File: config.mk
export PLATFORM = sky130hd
export DESIGN_NAME = debounce_sync
export DESIGN_NICKNAME = d
export VERILOG_FILES = /design/src/rtl/debounce_pkg.sv /design/src/rtl/debounce_sync_chain.sv /design/src/rtl/debounce_sync.sv
export SDC_FILE = /design/constraint.sdc
export NUM_CORES = 1
export LEC_CHECK = 0
export ABC_AREA = 1
export CAP_MARGIN = 15
export CORE_ASPECT_RATIO = 0.5
export CORE_MARGIN = 1.5
export CORE_UTILIZATION = 28
export DETAILED_ROUTE_END_ITERATION = 6
export PLACE_DENSITY = 0.56
export SLEW_MARGIN = 20
export SYNTH_ARGS = -nofsm -noshare
export SYNTH_HDL_FRONTEND = slang
export SYNTH_SLANG_ARGS = --single-unit
File: constraint.sdc
create_clock -name clk -period 4.25 [get_ports clk]
set_clock_uncertainty 0.1 [all_clocks]
set_input_delay 0.85 -clock clk [delete_from_list [all_inputs] [get_ports clk]]
set_output_delay 0.85 -clock clk [all_outputs]
set_load 0.01 [all_outputs]
File: src/rtl/debounce_pkg.sv
// Shared types and default constants for the debounce_sync block.
package debounce_pkg;

  typedef enum logic [1:0] {
    IDLE_LOW  = 2'd0,
    WAIT_HIGH = 2'd1,
    IDLE_HIGH = 2'd2,
    WAIT_LOW  = 2'd3
  } deb_state_t;

  localparam int DEF_SYNC_STAGES     = 2;
  localparam int DEF_CNT_W           = 16;
  localparam int DEF_DEBOUNCE_CYCLES = 1000;

endpackage

File: src/rtl/debounce_sync_chain.sv
// sync_chain: shift-register synchroniser for one asynchronous bit.
// Every stage clears to 0 on synchronous reset. The output is the last stage.
module sync_chain #(
  parameter int STAGES = 2
) (
  input  logic clk,
  input  logic rst,
  input  logic d,
  output logic q
);

  logic [STAGES-1:0] chain_q;

  // Shift the raw bit one stage deeper every clock; reset flushes the chain.
  always_ff @(posedge clk) begin
    if (rst) begin
      chain_q <= '0;
    end else begin
      chain_q[0] <= d;
      for (int i = 1; i < STAGES; i++) begin
        chain_q[i] <= chain_q[i-1];
      end
    end
  end

  assign q = chain_q[STAGES-1];

endmodule

File: src/rtl/debounce_sync.sv
// debounce_sync: synchroniser plus counter-based debounce FSM for one
// bouncing switch/button input. Produces a clean registered level q.
// Build option: define DEBOUNCE_SYNC_PULSE_EN to get registered one-cycle
// rise/fall pulses; without it both pulses are tied to 0 and no pulse
// flops exist. The q behaviour is identical in both builds.
module debounce_sync
  import debounce_pkg::*;
#(
  parameter int SYNC_STAGES     = DEF_SYNC_STAGES,
  parameter int CNT_W           = DEF_CNT_W,
  parameter int DEBOUNCE_CYCLES = DEF_DEBOUNCE_CYCLES
) (
  input  logic clk,
  input  logic rst,
  input  logic din_raw,
  output logic q,
  output logic rise,
  output logic fall
);

  // The FSM state/level registers act as the final resolving stage of the
  // synchroniser, so the dedicated chain is one flop shorter. This makes q
  // move on edge SYNC_STAGES+DEBOUNCE_CYCLES-1 counted from the edge that
  // first samples a new din_raw level.
  localparam int CHAIN_STAGES = (SYNC_STAGES > 1) ? SYNC_STAGES - 1 : 1;
  localparam logic [CNT_W-1:0] LAST_CNT = CNT_W'(DEBOUNCE_CYCLES - 1);
  localparam bit SINGLE_CYCLE = (DEBOUNCE_CYCLES == 1);

  if (DEBOUNCE_CYCLES >= (2 ** CNT_W) || DEBOUNCE_CYCLES < 1) begin : g_cntCheck
    $error("debounce_sync: DEBOUNCE_CYCLES must be in 1 .. 2**CNT_W-1");
  end
  if (SYNC_STAGES < 2 || SYNC_STAGES > 4) begin : g_syncCheck
    $error("debounce_sync: SYNC_STAGES must be in 2 .. 4");
  end

  logic             syncLevel;
  deb_state_t       state_q, state_d;
  logic [CNT_W-1:0] cnt_q, cnt_d;
  logic             level_q, level_d;
  logic             accept;

  sync_chain #(
    .STAGES (CHAIN_STAGES)
  ) u_syncChain (
    .clk (clk),
    .rst (rst),
    .d   (din_raw),
    .q   (syncLevel)
  );

  // State, counter and debounced level registers; reset wins over everything.
  always_ff @(posedge clk) begin
    if (rst) begin
      state_q <= IDLE_LOW;
      cnt_q   <= '0;
      level_q <= 1'b0;
    end else begin
      state_q <= state_d;
      cnt_q   <= cnt_d;
      level_q <= level_d;
    end
  end

  // Next-state logic: count consecutive disagreements between the
  // synchronised input and q, flip q once the run reaches DEBOUNCE_CYCLES.
  always_comb begin
    state_d = state_q;
    cnt_d   = cnt_q;
    level_d = level_q;
    accept  = 1'b0;
    case (state_q)
      IDLE_LOW, IDLE_HIGH: begin
        if (syncLevel != level_q) begin
          if (SINGLE_CYCLE) begin
            accept = 1'b1;
          end else begin
            state_d = level_q ? WAIT_LOW : WAIT_HIGH;
            cnt_d   = CNT_W'(1);
          end
        end else begin
          cnt_d = '0;
        end
      end
      WAIT_HIGH, WAIT_LOW: begin
        if (syncLevel == level_q) begin
          state_d = level_q ? IDLE_HIGH : IDLE_LOW;
          cnt_d   = '0;
        end else if (cnt_q == LAST_CNT) begin
          accept = 1'b1;
        end else begin
          cnt_d = cnt_q + CNT_W'(1);
        end
      end
      default: begin
        state_d = IDLE_LOW;
        cnt_d   = '0;
      end
    endcase
    if (accept) begin
      level_d = ~level_q;
      cnt_d   = '0;
      state_d = level_q ? IDLE_LOW : IDLE_HIGH;
    end
  end

  assign q = level_q;

`ifdef DEBOUNCE_SYNC_PULSE_EN
  logic rise_q, fall_q;

  // Pulses are registered alongside q so they line up with the new level.
  always_ff @(posedge clk) begin
    if (rst) begin
      rise_q <= 1'b0;
      fall_q <= 1'b0;
    end else begin
      rise_q <= accept & ~level_q;
      fall_q <= accept & level_q;
    end
  end

  assign rise = rise_q;
  assign fall = fall_q;
`else
  assign rise = 1'b0;
  assign fall = 1'b0;
`endif

endmodule

======== After elaboration in Yosys (flattened, before gate mapping) ========
Index checks and enable logic that the tools add are counted.
word-level totals
  register bits ........................... 20
  input port bits ......................... 3
  output and inout bits ................... 3
  word-level logic and storage cells ...... 34
cells by class
  $add $sub $neg .......................... 1
  equal/unequal tests ..................... 9
  muxes and demuxes ....................... 14
  bitwise operators ....................... 1
  reductions and logical operators ........ 5
operator list
  operator                 number
  $mux W16                 2
  $pmux W16 S2             1
  $add A16 B1 Y16 const B  1
  $eq A16 B10 Y1 const B   1
  $mux W2                  6
  $ne A3 B3 Y1 const B     3
  $reduce_or A2 Y1         3
  $eq A2 B2 Y1 const B     2
  $mux W1                  4
  $pmux W2 S2              1
  $eq A2 B1 Y1 const B     1
  $logic_not A2 Y1         1
  $reduce_and A2 Y1        1
  $eq A1 B1 Y1             1
  $ne A1 B1 Y1             1
  $not A1 Y1               1

======== Depth between registers and ports, before layout ========
Gate-level depths: netlist of run 1.
  depth after elaboration ................. 6
  mapped depth ............................ 10
  gate-level depth less buffers ........... 9

======== By module ========
Synthesis of run 1 repeated with hierarchy kept, for this count alone.
second synthesis, totals
  cell total of the unflattened synthesis .. 141
  area, all modules ....................... 1002.2 sq um
by module, submodules not included
  module         instances  cells an instance  area each (sq um)  seq. area each (sq um)
  debounce_sync  1          138                972.2              360.3
  sync_chain     1          3                  30.0               20.0

======== Least setup slack after synthesis of run 1 ========
OpenSTA, ideal clock, no wires.
  path type ............................... input -> register
  start point ............................. in rst
  end point ............................... reg cnt_q[12]
  library setup time ...................... 0.073 ns
  arrival ................................. 1.212 ns
  data required time ...................... 4.077 ns
  slack ................................... 2.865 ns
  stages .................................. 4
  path buffers ............................ 1
  path through ............................ inv_1 nand2_2 buf_6 nor3_2
on the way
  word-level cells in the longest chain between the ends .. 1
RTL lines
  item                        RTL line             source
  from (decl)                 debounce_sync.sv:14  input logic rst,
  $reduce_or A2 Y1 (no line)  -
  to (signal assigned)        debounce_sync.sv:59  cnt_q <= cnt_d;
  to (decl)                   debounce_sync.sv:38  logic [CNT_W-1:0] cnt_q, cnt_d;
Every way passes these cells.
A chain may end at the register's enable or synchronous reset.

======== Worst setup path in the final report of run 1 ========
  start point ............................. reg level_q (netlist: q)
  end point ............................... out q
RTL lines
  item                    RTL line             source
  from (decl)             debounce_sync.sv:39  logic level_q, level_d;
  from (signal assigned)  debounce_sync.sv:60  level_q <= level_d;
  to (decl)               debounce_sync.sv:16  output logic q,
No word-level cell between the ends.

==> results by group, run 1 <==
Outcome
  • Status: finished clean

Detailed routing
  • Routed len/inst: 9.54 um
  • Detailed-route wire length: 1.88 mm
  • Drt first pass iters: 4
  • Drt drc: 0
  • Post-DRT Antenna Nets: 0
  • Vias/cell: 4.11
  • Vias: 809
  • DR iter-0 viols: 46

Placed design
  • Pre-CTS setup slack: 2.25 ns
  • DP Wirelength: 1.46 mm
  • Placed cell areas: 1100 um2
  • Placer Congestion: 0.790
  • IO buf count: 3
  • Dpl cells: 193

Setup path
  • Slowest-stage cell, CP: clkdlybuf4s50_1
  • Arr. time, crit path: 1.17 ns
  • CP delay by family, top: buffers and inverters
  • Buf/Inv on CP: 1
  • Worst-path fanout max: 4
  • Slowest stage delay, CP: 0.55 ns
  • CP Cell Sequence: clkdlybuf4s50_1
  • CP Class: reg2out
  • CP Launch Type: register
  • Critical Path End Type: output pin
  • CP required: 3.30 ns

Flow run
  • Max-Cap Viols: 0

Pwr
  • Leak: 0.406 nW
  • VDD IR max: 0.0000741 V
  • Overall Power: 0.316 mW
  • PD cells: 277 nW/um2

Final layout
  • Area grow syn2layout: 11.4%
  • Finished Core Util: 32.9%
  • ANT cells: 0
  • Fillers: 384
  • Footprint of the multi-input gates: 543 um2
  • Post-layout net count: 151
  • Most frequent cells in the layout: nand2_1, nor2_1, dfxtp_1
  • Fin cells: 197
  • Share of post-route cells with drive strength above 1: 15.1%
  • Post-Layout Inst Area: 1140 um2
  • Storage element area: 380 um2

Clocking
  • Hold-fix buffers at CTS: 0
  • CTS tree: done
  • Root buffer cell: clkbuf_8
  • Post-CTS Resized: 0
  • H-tree depth: 1
  • Clock Pin Slew Worst Setup and Hold Paths: 0.07 ns
  • Clock sinks: 19
  • Clk Latency, worst-skew pair: 0.26 ns
  • Number of setup buffers added after CTS: 0
  • Max clock buf depth: 2
  • CTS Buf Count: 3

Global route
  • Met2 usage in global routing: 15.3%
  • First-pass GRT wire length: 3.28 mm
  • Gr busiest metal: met1
  • Vias in the first global route: 698
  • Met3 Usage GRT: 3.26%
  • Largest net degree at the start of global routing: 12
  • GRT Util Overall: 10.8%
  • Total global routing overflow: 0
  • Initial antenna violation count: 0
  • M1 GR Usage: 15.8%

Timing
  • Tmin final: 2.12 ns
  • Setup ws final: 2.13 ns
  • Hold slack: 0.396 ns
  • Max-slew violation count: 0
  • Tcrit/Tclk final: 49.9%
  • Fmax achieved: 471 MHz
  • RSZ-0062 raised after global routing: false
  • Endpoints failing hold: 0
  • Final setup viols: 0
  • TNS Setup: 0 ns

Synth
  • Seq/Total Area, Yosys: 37.1%
  • Post-synthesis area per instance: 7.27 um2
  • Cell count after synthesis: 141
  • Seq cells post-synth: 19
  • Ys Warns: 0
  • Unique masters post-synth: 22
  • Cell area after synthesis: 1020 um2

Die
  • Die area: 4050 um2
  • Core area: 3470 um2
  • Die Ht: 45.8 um
  • Die W: 88.6 um
  • Num rows: 15
  • # IOs: 6
  • Initial Util: 29.5%

Min path
  • Hold crit path type: reg2reg
cell usage after synthesis:
library cell | number | area [um2]
xnor2_1 | 2 | 17.5
inv_2 | 4 | 15.0
a21oi_1 | 1 | 5.00
nand3_2 | 3 | 30.0
nor3_4 | 1 | 16.3
buf_6 | 1 | 11.3
o2111ai_1 | 1 | 8.76
nor2_1 | 26 | 97.6
nand2_2 | 2 | 12.5
nor3_2 | 4 | 40.0
xor2_1 | 7 | 61.3
ha_1 | 1 | 12.5
dfxtp_1 | 19 | 380
nand2_1 | 26 | 97.6
nand3_1 | 5 | 25.0
nor3_1 | 9 | 45.0
nor2_4 | 2 | 22.5
nand4_1 | 4 | 25.0
inv_1 | 17 | 63.8
conb_1 | 1 | 3.75
buf_4 | 2 | 15.0
nor2_2 | 3 | 18.8
power breakdown:
part           internal, mW  switching, mW  total, mW
sequential            0.179       0.000785      0.180
clock                0.0667         0.0603      0.127
combinational       0.00332        0.00583    0.00915
total                 0.249         0.0669      0.316
state kept, by name, summed over array words and instances (netlist names):
| signal | cells |
|---|---|
| cnt_q | 16 |
| q | 1 |
| state_q | 1 |
| u_syncChain.q | 1 |
metal layers:
metal | wire length, um | share of wire (%)
met1 | 1050 | 56
met3 | 58 | 3.1
met2 | 757 | 40
met5 | 0 | 0
met4 | 16 | 0.85
cells by family after synthesis:
group | synth area share (%)
AND/OR/NAND/NOR | 42.0
buffers and inverters | 10.3
flip-flops | 37.1
XOR/XNOR | 7.69
AO/OA/AOI/OAI | 1.34
adder cells (fa/ha/maj) | 1.22
other | 0.366
final timing paths:
| check | from | endpoint | slack [ns] | cells past startpoint |
|---|---|---|---|---|
| worst max-delay path | q$_SDFFE_PP0P_ | q | 2.13 | 1 |
| worst min-delay path | q$_SDFFE_PP0P_ | q$_SDFFE_PP0P_ | 0.40 | 2 |
| worst max register to register | cnt_q[0]$_SDFFE_PP0N_ | cnt_q[5]$_SDFFE_PP0N_ | 2.68 | 8 |
| worst min register to register | q$_SDFFE_PP0P_ | q$_SDFFE_PP0P_ | 0.40 | 2 |
area by class of cell:
class                           instances  share of cell area (%)
Inverter                               21                    6.91
Timing Repair Buffer                    3                    2.63
Sequential cell                        19                    33.3
Multi-Input combinational cell         99                    47.6
Clock buffer                            4                    3.95
Tap cell                               51                    5.59
No activity file was read; power rests on OpenSTA's default activity.
==> inputs of run 2 (changes only) <==
- clock period: 4.25 -> 2 ns (I/O delays scaled with it)
==> run 2 against run 1 <==
Against the previous run: cell area is 0.11% higher; first-iteration DRC count is 28% lower; die area stayed put; register-to-register slack worse by 2.2 ns; non-clock buffer count stayed put; clock-buffer cell count is 1 lower; clock power is 120% higher; flip-flop and latch count stayed put; sequential share of layout area hardly changed; global-route usage hardly changed; critical path depth stayed put; critical path type unchanged.
==> results by group, run 2 (synthesis results as in run 1) <==
Final layout
  • Area grow syn2layout: 11.5%
  • Finished Core Util: 32.9%
  • ANT cells: 0
  • Post-layout net count: 151
  • Max FFs per register: 16
  • Most frequent cells in the layout: nand2_1, nor2_1, dfxtp_1
  • Fin cells: 197
  • Share of post-route cells with drive strength above 1: 15.8%
  • Most flops, register: cnt_q

Global route
  • GRT Util Overall: 10.8%
  • Vias in the first global route: 670
  • First-pass GRT wire length: 3.17 mm
  • Initial antenna violation count: 0
  • Largest net degree at the start of global routing: 12
  • Total global routing overflow: 0

Clocking
  • Max clock buf depth: 2
  • Clock sinks: 19
  • Hold-fix buffers at CTS: 0
  • H-tree depth: 1
  • Clk Latency, worst-skew pair: 0.27 ns
  • Number of setup buffers added after CTS: 0
  • CTS Buf Count: 3
  • Post-CTS Resized: 0
  • Root buffer cell: clkbuf_8
  • CTS tree: done
  • Clock Pin Slew Worst Setup and Hold Paths: 0.07 ns

Detailed routing
  • Vias/cell: 4.14
  • Vias: 816
  • Routed len/inst: 9.78 um
  • Drt drc: 0
  • Detailed-route wire length: 1.93 mm
  • DR iter-0 viols: 33
  • Drt first pass iters: 4
  • Post-DRT Antenna Nets: 0

Die
  • Num rows: 15
  • Die area: 4050 um2
  • Initial Util: 29.5%
  • # IOs: 6
  • Die W: 88.6 um
  • Core area: 3470 um2
  • Die Ht: 45.8 um

Timing
  • Final setup viols: 0
  • Tmin final: 1.68 ns
  • Setup ws final: 0.318 ns
  • Tcrit/Tclk final: 84.1%
  • Endpoints failing hold: 0
  • TNS Setup: 0 ns
  • Fmax achieved: 594 MHz
  • Max-slew violation count: 0
  • RSZ-0062 raised after global routing: false

Pwr
  • Logic gate share of total power: 2.8%
  • Clock share of power: 40.8%
  • PD cells: 593 nW/um2
  • VDD IR max: 0.000174 V
  • Leak: 0.409 nW
  • Net Switching: 0.151 mW
  • Pint: 0.527 mW
  • Switching portion of total power: 22.3%
  • Flop pwr share: 56.4%

Flow run
  • Max-Cap Viols: 0

Placed design
  • DP Wirelength: 1.52 mm
  • Placer Congestion: 0.828
  • Pre-CTS setup slack: 0.416 ns
  • IO buf count: 3
  • Dpl cells: 193

Outcome
  • Status: finished clean

Setup path
  • Critical Path End Type: output pin
  • Buf/Inv on CP: 1
  • CP delay by family, top: buffers and inverters
  • R2r worst-path depth: 8
  • Arr. time, crit path: 1.18 ns
  • CP Class: reg2out
  • Slowest-stage cell, CP: clkdlybuf4s50_1
  • Internal reg-to-reg setup slack: 0.50 ns
  • CP Cell Sequence: clkdlybuf4s50_1
  • Critical R2R Launch: cnt_q[0]$_SDFFE_PP0N_
  • Slowest stage delay, CP: 0.55 ns
  • CP required: 1.50 ns
  • Worst-path fanout max: 4
  • Reg-to-reg endpoint: cnt_q[9]$_SDFFE_PP0N_
  • CP Launch Type: register

Min path
  • Worst Hold End: q$_SDFFE_PP0P_
  • Hold Startpoint: q$_SDFFE_PP0P_
  • Worst hold stages: 2
  • Hold crit path type: reg2reg
-- run 2: routing by layer --
layer / vias up / GRT usage (%) / share of wire (%)
li1: 445 / - / -
met4: 0 / 3.75 / 1.8
met3: 5 / 3.80 / 3.7
met1: 355 / 15.3 / 57
met2: 11 / 15.1 / 38
met5: - / 0 / 0
-- run 2: power by group through the flow --
stage                     logic, mW  clock network, mW  registers, mW
after global placement       0.0191                  0          0.391
after CTS                    0.0195              0.284          0.382
after global routing         0.0219              0.299          0.382
after floorplan              0.0158                  0          0.391
final                        0.0192              0.276          0.382
after detailed placement     0.0194                  0          0.391
-- run 2: cell type report --
| type | count | area (um2) |
|---|---|---|
| clock inverters | 1 | 5.00 |
| fillers | 375 | 2330 |
| multi-input cells | 99 | 543 |
| clock buffers | 3 | 41.3 |
| well taps | 51 | 63.8 |
| inverters | 21 | 78.8 |
| flip-flops and latches | 19 | 380 |
| repair buffers | 3 | 30.0 |
-- run 2: metrics by stage --
| step | total power, mW | hold slack (ns) | cell area [um2] |
|---|---|---|---|
| 6_report | 0.678 | 0.401 | 1140 |
| 5_1_grt | 0.703 | 0.434 | 1140 |
| 4_1_cts | 0.686 | 0.405 | 1140 |
| 3_5_place_dp | 0.411 | 0.394 | 1100 |
| 3_3_place_gp | 0.410 | 0.417 | 1100 |
| 2_1_floorplan | 0.407 | 0.369 | 1030 |
-- run 2: worst max path at each step --
stage	cells after the start	slack [ns]	to	start
2_1_floorplan	8	0.67	cnt_q[5]$_SDFFE_PP0N_	cnt_q[0]$_SDFFE_PP0N_
3_3_place_gp	4	0.43	cnt_q[9]$_SDFFE_PP0N_	rst
3_5_place_dp	4	0.42	cnt_q[9]$_SDFFE_PP0N_	rst
4_1_cts	1	0.31	q	q$_SDFFE_PP0P_
5_1_grt	1	0.28	q	q$_SDFFE_PP0P_
6_report	1	0.32	q	q$_SDFFE_PP0P_
==> inputs of run 3 (changes only) <==
- clock period: 2 -> 1.6 ns (I/O delays scaled with it)
==> run 3 against run 2 <==
Against the previous run: combinational power is 47% higher; setup slack lost 0.21 ns; first-iteration DRC count is 9.1% higher; routed wire length is 2.7% higher; global-route usage up 0.96 points; register-to-register slack worse by 0.39 ns; largest cell class unchanged; cell area up 4.4%; clock power grew 24%.
==> results by group, run 3 (synthesis results as in run 1) <==
Outcome
  • Status: finished clean

Timing
  • Tcrit/Tclk final: 93.0%
  • Final setup viols: 0
  • Max-slew violation count: 0
  • Tmin final: 1.49 ns
  • Setup ws final: 0.112 ns
  • Fmax achieved: 672 MHz
  • Endpoints failing hold: 0
  • TNS Setup: 0 ns
  • RSZ-0062 raised after global routing: true

Flow run
  • Max-Cap Viols: 0

Final layout
  • Footprint of the multi-input gates: 558 um2
  • Storage element area: 380 um2
  • Post-Layout Inst Area: 1190 um2
  • Area grow syn2layout: 16.4%
  • Fillers: 371
  • Post-layout net count: 156
  • ANT cells: 0
  • Most flops, register: cnt_q
  • Fin cells: 202
  • Share of post-route cells with drive strength above 1: 19.9%
  • Max FFs per register: 16
  • Most frequent cells in the layout: nand2_1, nor2_1, dfxtp_1

Clocking
  • H-tree depth: 1
  • Clk Latency, worst-skew pair: 0.26 ns
  • Root buffer cell: clkbuf_8
  • Clock Pin Slew Worst Setup and Hold Paths: 0.07 ns
  • Max clock buf depth: 2
  • Clock sinks: 19
  • CTS tree: done
  • Hold-fix buffers at CTS: 0
  • CTS Buf Count: 3

Detailed routing
  • Routed len/inst: 9.80 um
  • Vias: 876
  • Drt drc: 0
  • Drt first pass iters: 4
  • Vias/cell: 4.34
  • Post-DRT Antenna Nets: 0
  • Detailed-route wire length: 1.98 mm
  • DR iter-0 viols: 36

Global route
  • Vias in the first global route: 771
  • Initial antenna violation count: 0
  • Total global routing overflow: 0
  • GRT Util Overall: 11.8%
  • Largest net degree at the start of global routing: 12
  • First-pass GRT wire length: 3.46 mm

Pwr
  • VDD IR max: 0.000219 V
  • PD cells: 711 nW/um2
  • Leak: 0.446 nW

Min path
  • Worst hold stages: 2
  • Hold crit path type: reg2reg
  • Hold Startpoint: q$_SDFFE_PP0P_

Setup path
  • CP required: 1.65 ns
  • Worst-path fanout max: 4
  • CP Class: reg2reg
  • Arr. time, crit path: 1.54 ns
  • R2r worst-path depth: 7
  • Internal reg-to-reg setup slack: 0.11 ns
  • CP Launch Type: register
  • CP startpoint: cnt_q[0]$_SDFFE_PP0N_
  • Critical Path End Type: register
  • Critical R2R Launch: cnt_q[0]$_SDFFE_PP0N_

Die
  • # IOs: 6
  • Die area: 4050 um2
  • Core area: 3470 um2
  • Die Ht: 45.8 um
  • Initial Util: 29.5%
  • Num rows: 15
  • Die W: 88.6 um

Placed design
  • Placed cell areas: 1130 um2
  • Placer Congestion: 0.804
  • Pre-CTS setup slack: 0.0248 ns
  • Dpl cells: 198
  • DP Wirelength: 1.55 mm
  • IO buf count: 3
[run 3: through the flow]
stage          hold slack [ns]  total power [mW]  utilization, %
6_report                 0.390             0.848            34.3
4_1_cts                  0.393             0.856            33.9
3_5_place_dp             0.385             0.516            32.6
5_1_grt                  0.417             0.894            34.3
2_1_floorplan            0.289             0.508               -
3_3_place_gp             0.385             0.515            32.6
[run 3: final timing paths]
kind,end
setup reg to reg,cnt_q[14]$_SDFFE_PP0N_
setup / recovery,cnt_q[14]$_SDFFE_PP0N_
hold / removal,q$_SDFFE_PP0P_
hold reg to reg,q$_SDFFE_PP0P_
[run 3: cell type report]
| type | count | share of cell area (%) |
|---|---|---|
| multi-input combinational | 99 | 46.8 |
| sequential | 19 | 31.9 |
| inverter | 21 | 6.61 |
| timing repair buffer | 8 | 5.56 |
| tap | 51 | 5.35 |
| clock buffer | 4 | 3.78 |
[run 3: worst max-delay path, cell delays in order (launching register included)]
cell and delay (ns):
dfxtp_1 0.33, ha_1 0.19, nand2_1 0.11, nor2_4 0.15, nand3_2 0.14, nor3_2 0.17
xnor2_1 0.14, nor2_1 0.05
[run 3: power by group]
part	leakage, nW	switching (mW)	internal [mW]
logic	0.269	0.0175	0.0107
clock network	0.0228	0.164	0.177
registers	0.154	0.00215	0.476
[run 3: per-layer routing]
metal | vias up | track usage, % | share of wire, %
met2 | 14 | 18.0 | 41
li1 | 459 | - | -
met3 | 4 | 3.26 | 3.0
met4 | 0 | 5.31 | 1.6
met1 | 399 | 15.6 | 54
met5 | - | 0 | 0
[run 3: what timing repair did]
action,in CTS,in global routing
buffers inserted,0,0
gates resized for setup,1,4
endpoints found under the setup margin,1,16
